===== config.mk =====
export PLATFORM = sky130hd
export DESIGN_NAME = dmem_ctrl
export DESIGN_NICKNAME = d
export VERILOG_FILES = /design/src/rtl/dmem_ctrl.sv
export SDC_FILE = /design/constraint.sdc
export NUM_CORES = 1
export LEC_CHECK = 0
export BUFFER_PORTS_ARGS = -buffer_cell sky130_fd_sc_hd__buf_2
export CAP_MARGIN = 20
export CELL_PAD_IN_SITES_DETAIL_PLACEMENT = 0
export CELL_PAD_IN_SITES_GLOBAL_PLACEMENT = 1
export CORE_MARGIN = 2
export CORE_UTILIZATION = 36
export CTS_CLUSTER_SIZE = 8
export DETAILED_ROUTE_END_ITERATION = 10
export PLACE_DENSITY = 0.91
export REMOVE_ABC_BUFFERS = 1
export SLEW_MARGIN = 25
export SYNTH_ARGS = -nofsm -noshare
export SYNTH_HDL_FRONTEND = slang
export SYNTH_SLANG_ARGS = --single-unit

===== constraint.sdc =====
create_clock -name clk -period 2.4 [get_ports clk]
set_clock_uncertainty 0.05 [all_clocks]
set_input_delay 0.6 -clock clk [delete_from_list [all_inputs] [get_ports clk]]
set_output_delay 0.6 -clock clk [all_outputs]
set_load 0.1 [all_outputs]

===== src/rtl/dmem_ctrl.sv =====
// Memory-stage data-memory controller: turns M-stage load/store requests into
// word-addressed req/ack bus transactions, stalling the pipeline until done.
module dmem_ctrl #(
  parameter int TIMEOUT = 255
) (
  input  logic        clk,
  input  logic        reset,
  input  logic        MemReadM,
  input  logic        MemWriteM,
  input  logic [31:0] ALUResultM,
  input  logic [31:0] WriteDataM,
  input  logic [1:0]  InstrM_2b,
  output logic [31:0] MemDataM,
  output logic        StallM,
  output logic        MisalignM,
  output logic        MemFaultM,
  output logic        bus_req,
  output logic        bus_we,
  output logic [31:0] bus_addr,
  output logic [3:0]  bus_be,
  output logic [31:0] bus_wdata,
  input  logic [31:0] bus_rdata,
  input  logic        bus_ack
);

  localparam logic [1:0]  IDLE = 2'd0;
  localparam logic [1:0]  BUSY = 2'd1;
  localparam logic [1:0]  DONE = 2'd2;
  localparam logic [31:0] TO_LIMIT = 32'(TIMEOUT);

  logic [1:0]  state_q, state_d;
  logic [31:0] cnt_q, cnt_d;
  logic        req_q, req_d;
  logic        we_q, we_d;
  logic [31:0] addr_q, addr_d;
  logic [3:0]  be_q, be_d;
  logic [31:0] wdata_q, wdata_d;
  logic [31:0] mem_q, mem_d;
  logic        mis_q, mis_d;
  logic        fault_q, fault_d;

  logic        req;
  logic        is_half;
  logic        is_word;
  logic        misalign;
  logic        timeout_hit;
  logic [3:0]  be;
  logic [31:0] wdata;

  // Access decode: size 11 behaves as a word.
  always_comb begin
    req      = MemReadM | MemWriteM;
    is_half  = (InstrM_2b == 2'b01);
    is_word  = InstrM_2b[1];
    misalign = (is_half & ALUResultM[0]) | (is_word & (|ALUResultM[1:0]));
    if (is_word) begin
      be    = 4'b1111;
      wdata = WriteDataM;
    end else if (is_half) begin
      be    = 4'b0011 << {ALUResultM[1], 1'b0};
      wdata = {2{WriteDataM[15:0]}};
    end else begin
      be    = 4'b0001 << ALUResultM[1:0];
      wdata = {4{WriteDataM[7:0]}};
    end
    timeout_hit = (TO_LIMIT != 32'd0) && (cnt_q == TO_LIMIT - 32'd1);
  end

  always_comb begin
    state_d = state_q;
    cnt_d   = cnt_q;
    req_d   = req_q;
    we_d    = we_q;
    addr_d  = addr_q;
    be_d    = be_q;
    wdata_d = wdata_q;
    mem_d   = mem_q;
    mis_d   = 1'b0;
    fault_d = 1'b0;
    case (state_q)
      IDLE: begin
        if (req) begin
          if (misalign) begin
            mis_d = 1'b1;
          end else begin
            we_d    = MemWriteM;
            addr_d  = {ALUResultM[31:2], 2'b00};
            be_d    = be;
            wdata_d = wdata;
            req_d   = 1'b1;
            state_d = BUSY;
          end
        end
      end
      BUSY: begin
        // An ack arriving on the timeout cycle still completes normally.
        if (bus_ack) begin
          req_d   = 1'b0;
          if (!we_q) mem_d = bus_rdata;
          state_d = DONE;
        end else if (timeout_hit) begin
          req_d   = 1'b0;
          mem_d   = 32'd0;
          fault_d = 1'b1;
          state_d = DONE;
        end else if (TO_LIMIT != 32'd0) begin
          cnt_d = cnt_q + 32'd1;
        end
      end
      DONE: begin
        cnt_d   = 32'd0;
        state_d = IDLE;
      end
      default: state_d = IDLE;
    endcase
  end

  always_ff @(posedge clk) begin
    if (reset) begin
      state_q <= IDLE;
      cnt_q   <= 32'd0;
      req_q   <= 1'b0;
      we_q    <= 1'b0;
      addr_q  <= 32'd0;
      be_q    <= 4'd0;
      wdata_q <= 32'd0;
      mem_q   <= 32'd0;
      mis_q   <= 1'b0;
      fault_q <= 1'b0;
    end else begin
      state_q <= state_d;
      cnt_q   <= cnt_d;
      req_q   <= req_d;
      we_q    <= we_d;
      addr_q  <= addr_d;
      be_q    <= be_d;
      wdata_q <= wdata_d;
      mem_q   <= mem_d;
      mis_q   <= mis_d;
      fault_q <= fault_d;
    end
  end

  assign StallM    = ((state_q == IDLE) && req && !misalign) || (state_q == BUSY);
  assign MemDataM  = mem_q;
  assign MisalignM = mis_q;
  assign MemFaultM = fault_q;
  assign bus_req   = req_q;
  assign bus_we    = we_q;
  assign bus_addr  = addr_q;
  assign bus_be    = be_q;
  assign bus_wdata = wdata_q;

endmodule


==> metrics <==
CP max stage delay 0.31 ns; asr flop ratio synth 0%; io pins 208; final WL 16.8 mm; Num CTS Buffers 17; fin crit share 94.6%; Slew @ Worst Pin 0.594 ns; TritonCTS clock tree yes; post-CTS sizing 0; synth unique cells 53; number of global-route vias before repair 5128; Post CTS Setup Buffer Count 0; hold buffers post-CTS 0; CP Capture Type output pin; Rows 46; Setup crit start ALUResultM[0]; CP bufs+invs 2; gpl congestion 0.829; Worst Hold Class input pin to flop; Synth Warn # 0; first-pass GRT wire length 25.6 mm; status complete, no violations; RSZ-0062 raised after global routing no; dpl cells 1086; most frequent cells in the layout buf_2 (203), dfxtp_1 (136), a21oi_1 (129), nand2_1 (117), a211oi_1 (42); worst setup path class input pin to output pin; Skew-Pair Late Insertion Delay 0.42 ns; Inserted Diodes 0; R2R Setup Slk 0.25 ns; layout cell share with drive strength beyond 1 30.6%; final antenna-violating net count 0; Die Area 17100 um^2; final setup violation count 0; relative slew slack 60.4%; Crit path top cell by count a21oi_1; Peak VDD IR 0.000488 V; Peak Freq 440 MHz; flops & latches, synth 136; vias per inst 5.13; initial antenna violation count 0; vias 5735; Min Hold Slack 0.358 ns; Post-synth EDFFs 0; critical path arrival 1.62 ns; Mapped Avg Cell Area 8.35 um^2; commonest non-fill, non-tap cell in the layout buf_2; crit-path leading delay family compound AO/OA/AOI/OAI gates; GRT Max-Usage Layer met2; total power 6.82 mW; Cell Chain, Critical Path buf_2, a21oi_1, o22ai_1, a21oi_1, buf_12; Core Area 15800 um^2; fin cells 1118; total power density per cell area 881 nW/um^2; slowest CP cell a21oi_1; leak pwr 3.26 nW; Syn Inst Count 694; Slew Viols, Final 0; Initial DRT Pass Iterations 5; Seq/Total Area, Yosys 47.0%; WP depth 5; RR Startpoint cnt_q[0]$_SDFFE_PP0P_; crit path capture StallM; largest net degree at the start of global routing 79; Critical Path RT 1.75 ns; remaining global-route overflow 0; port bufs 205; min Tclk post-route 2.27 ns; violation count after the first detailed-route iteration 312; DR WL/cell 15.0 um; met2 usage 29.5%; CP max FO 5; Clock Tree Buf Depth 2; root buf cell clkbuf_16; Hold Violations, Final 0; DRC viols 0; CP Launch Type input pin; die height 131 um; Final #Nets 994; max_cap viols 0; Post-synth top flop dfxtp_1; Synth-to-Final Area Change 33.5%; met1 GRT Util 24.1%; Initial Util 36.6%; met3 Usage GRT 6.92%; mapped cell area 5800 um^2; clk sinks 136; floorplan die width 131 um; CTS H-tree depth 4; reg2reg end cnt_q[8]$_SDFFE_PP0P_; Final HPWL DP 11.5 mm; GRT Overall Usage 19.0%; Reg clk slew, reported paths 0.07 ns; fin worst setup slack 0.129 ns; R2R depth 8; DP Worst Slack 0.136 ns
cells in the mapped netlist (2+ instances only):
| library cell | instances | area, um^2 |
|---|---|---|
| or2_2 | 2 | 12.5 |
| buf_2 | 9 | 45.0 |
| or3_1 | 8 | 50.1 |
| clkbuf_1 | 40 | 150 |
| o21ai_0 | 15 | 75.1 |
| ha_1 | 2 | 25.0 |
| or4_1 | 5 | 37.5 |
| nand2b_1 | 7 | 43.8 |
| nor2_2 | 2 | 12.5 |
| nor4b_1 | 2 | 17.5 |
| inv_1 | 5 | 18.8 |
| a21oi_1 | 129 | 646 |
| buf_1 | 2 | 7.51 |
| nor2_1 | 40 | 150 |
| buf_4 | 3 | 22.5 |
| mux2i_1 | 17 | 170 |
| o31ai_1 | 3 | 22.5 |
| o21a_1 | 2 | 15.0 |
| and3_1 | 4 | 25.0 |
| dfxtp_1 | 136 | 2720 |
| o311ai_0 | 2 | 17.5 |
| nand3_1 | 15 | 75.1 |
| a311oi_1 | 10 | 87.6 |
| nor4_1 | 7 | 43.8 |
| nor3_1 | 8 | 40.0 |
| nand4_1 | 7 | 43.8 |
| nand4_2 | 2 | 25.0 |
| o211ai_1 | 15 | 113 |
| nand2_1 | 117 | 439 |
| xor2_1 | 5 | 43.8 |
| a211oi_1 | 42 | 315 |
| xnor2_1 | 5 | 43.8 |
| and4_1 | 6 | 52.6 |
tightest hold or removal path, stage by stage:
cell	delay, ns
buf_2	0.09
nand2_1	0.04
a21oi_1	0.05
registers in the layout (all words and copies together) (netlist names):
register	cells
MemFaultM	1
bus_req	1
state_q	2
bus_wdata	32
bus_we	1
cnt_q	32
bus_be	4
MemDataM	32
MisalignM	1
bus_addr	30
worst min path at each step:
| stage | start | endpoint | slack, ns | cells past startpoint |
|---|---|---|---|---|
| 2_1_floorplan | cnt_q[19]$_SDFFE_PP0P_ | cnt_q[19]$_SDFFE_PP0P_ | 0.40 | 1 |
| 4_1_cts | ALUResultM[3] | bus_addr[3]$_SDFFE_PP0P_ | 0.34 | 3 |
| 3_5_place_dp | bus_addr[3]$_SDFFE_PP0P_ | bus_addr[3]$_SDFFE_PP0P_ | 0.39 | 2 |
| 3_3_place_gp | bus_addr[3]$_SDFFE_PP0P_ | bus_addr[3]$_SDFFE_PP0P_ | 0.39 | 2 |
| 6_report | ALUResultM[7] | bus_addr[7]$_SDFFE_PP0P_ | 0.36 | 3 |
| 5_1_grt | ALUResultM[9] | bus_addr[9]$_SDFFE_PP0P_ | 0.35 | 3 |
per-layer routing:
metal  up-vias  wire length (um)
met1      2610              7290
met3        24              1410
met2       211              7750
met4         0               341
li1       2890                 -
met5         -                 0
logic make-up after synthesis:
| kind of cell | count (synthesis) | share of synthesized area (%) |
|---|---|---|
| AOI/OAI and AO/OA | 227 | 23.6 |
| adders and majority gates | 2 | 0.432 |
| other | 1 | 0.0647 |
| buffers and inverters | 61 | 4.47 |
| DFF | 136 | 47.0 |
| xor gates and xnor gates | 10 | 1.51 |
| muxes | 18 | 3.13 |
| and+or+nand+nor | 239 | 19.8 |
final cells by class:
| type | instances | area (um^2) |
|---|---|---|
| clock buffer | 18 | 439 |
| timing repair buffer | 230 | 1260 |
| sequential | 136 | 2720 |
| multi-input combinational | 498 | 2840 |
| clock inverter | 14 | 188 |
| inverter | 6 | 22.5 |
| fill | 1552 | 8090 |
| tap | 216 | 270 |
per-stage QoR:
stage | cell area [um^2] | setup TNS [ns] | utilization [%]
floorplan | 5560 | -238.00 | -
global placement | 7110 | 0 | 44.9
detailed placement | 7110 | 0 | 44.9
CTS | 7740 | 0 | 48.9
global route | 7740 | 0 | 48.9
finish | 7740 | 0 | 48.9
where the power goes:
group	total (mW)	switching (mW)	leakage, nW	internal, mW
clock	2.76	1.08	0.298	1.69
sequential	2.44	0.0630	1.11	2.38
combinational	1.61	1.30	1.85	0.314
total	6.82	2.44	3.26	4.38
No activity file was read; power rests on OpenSTA's default activity.
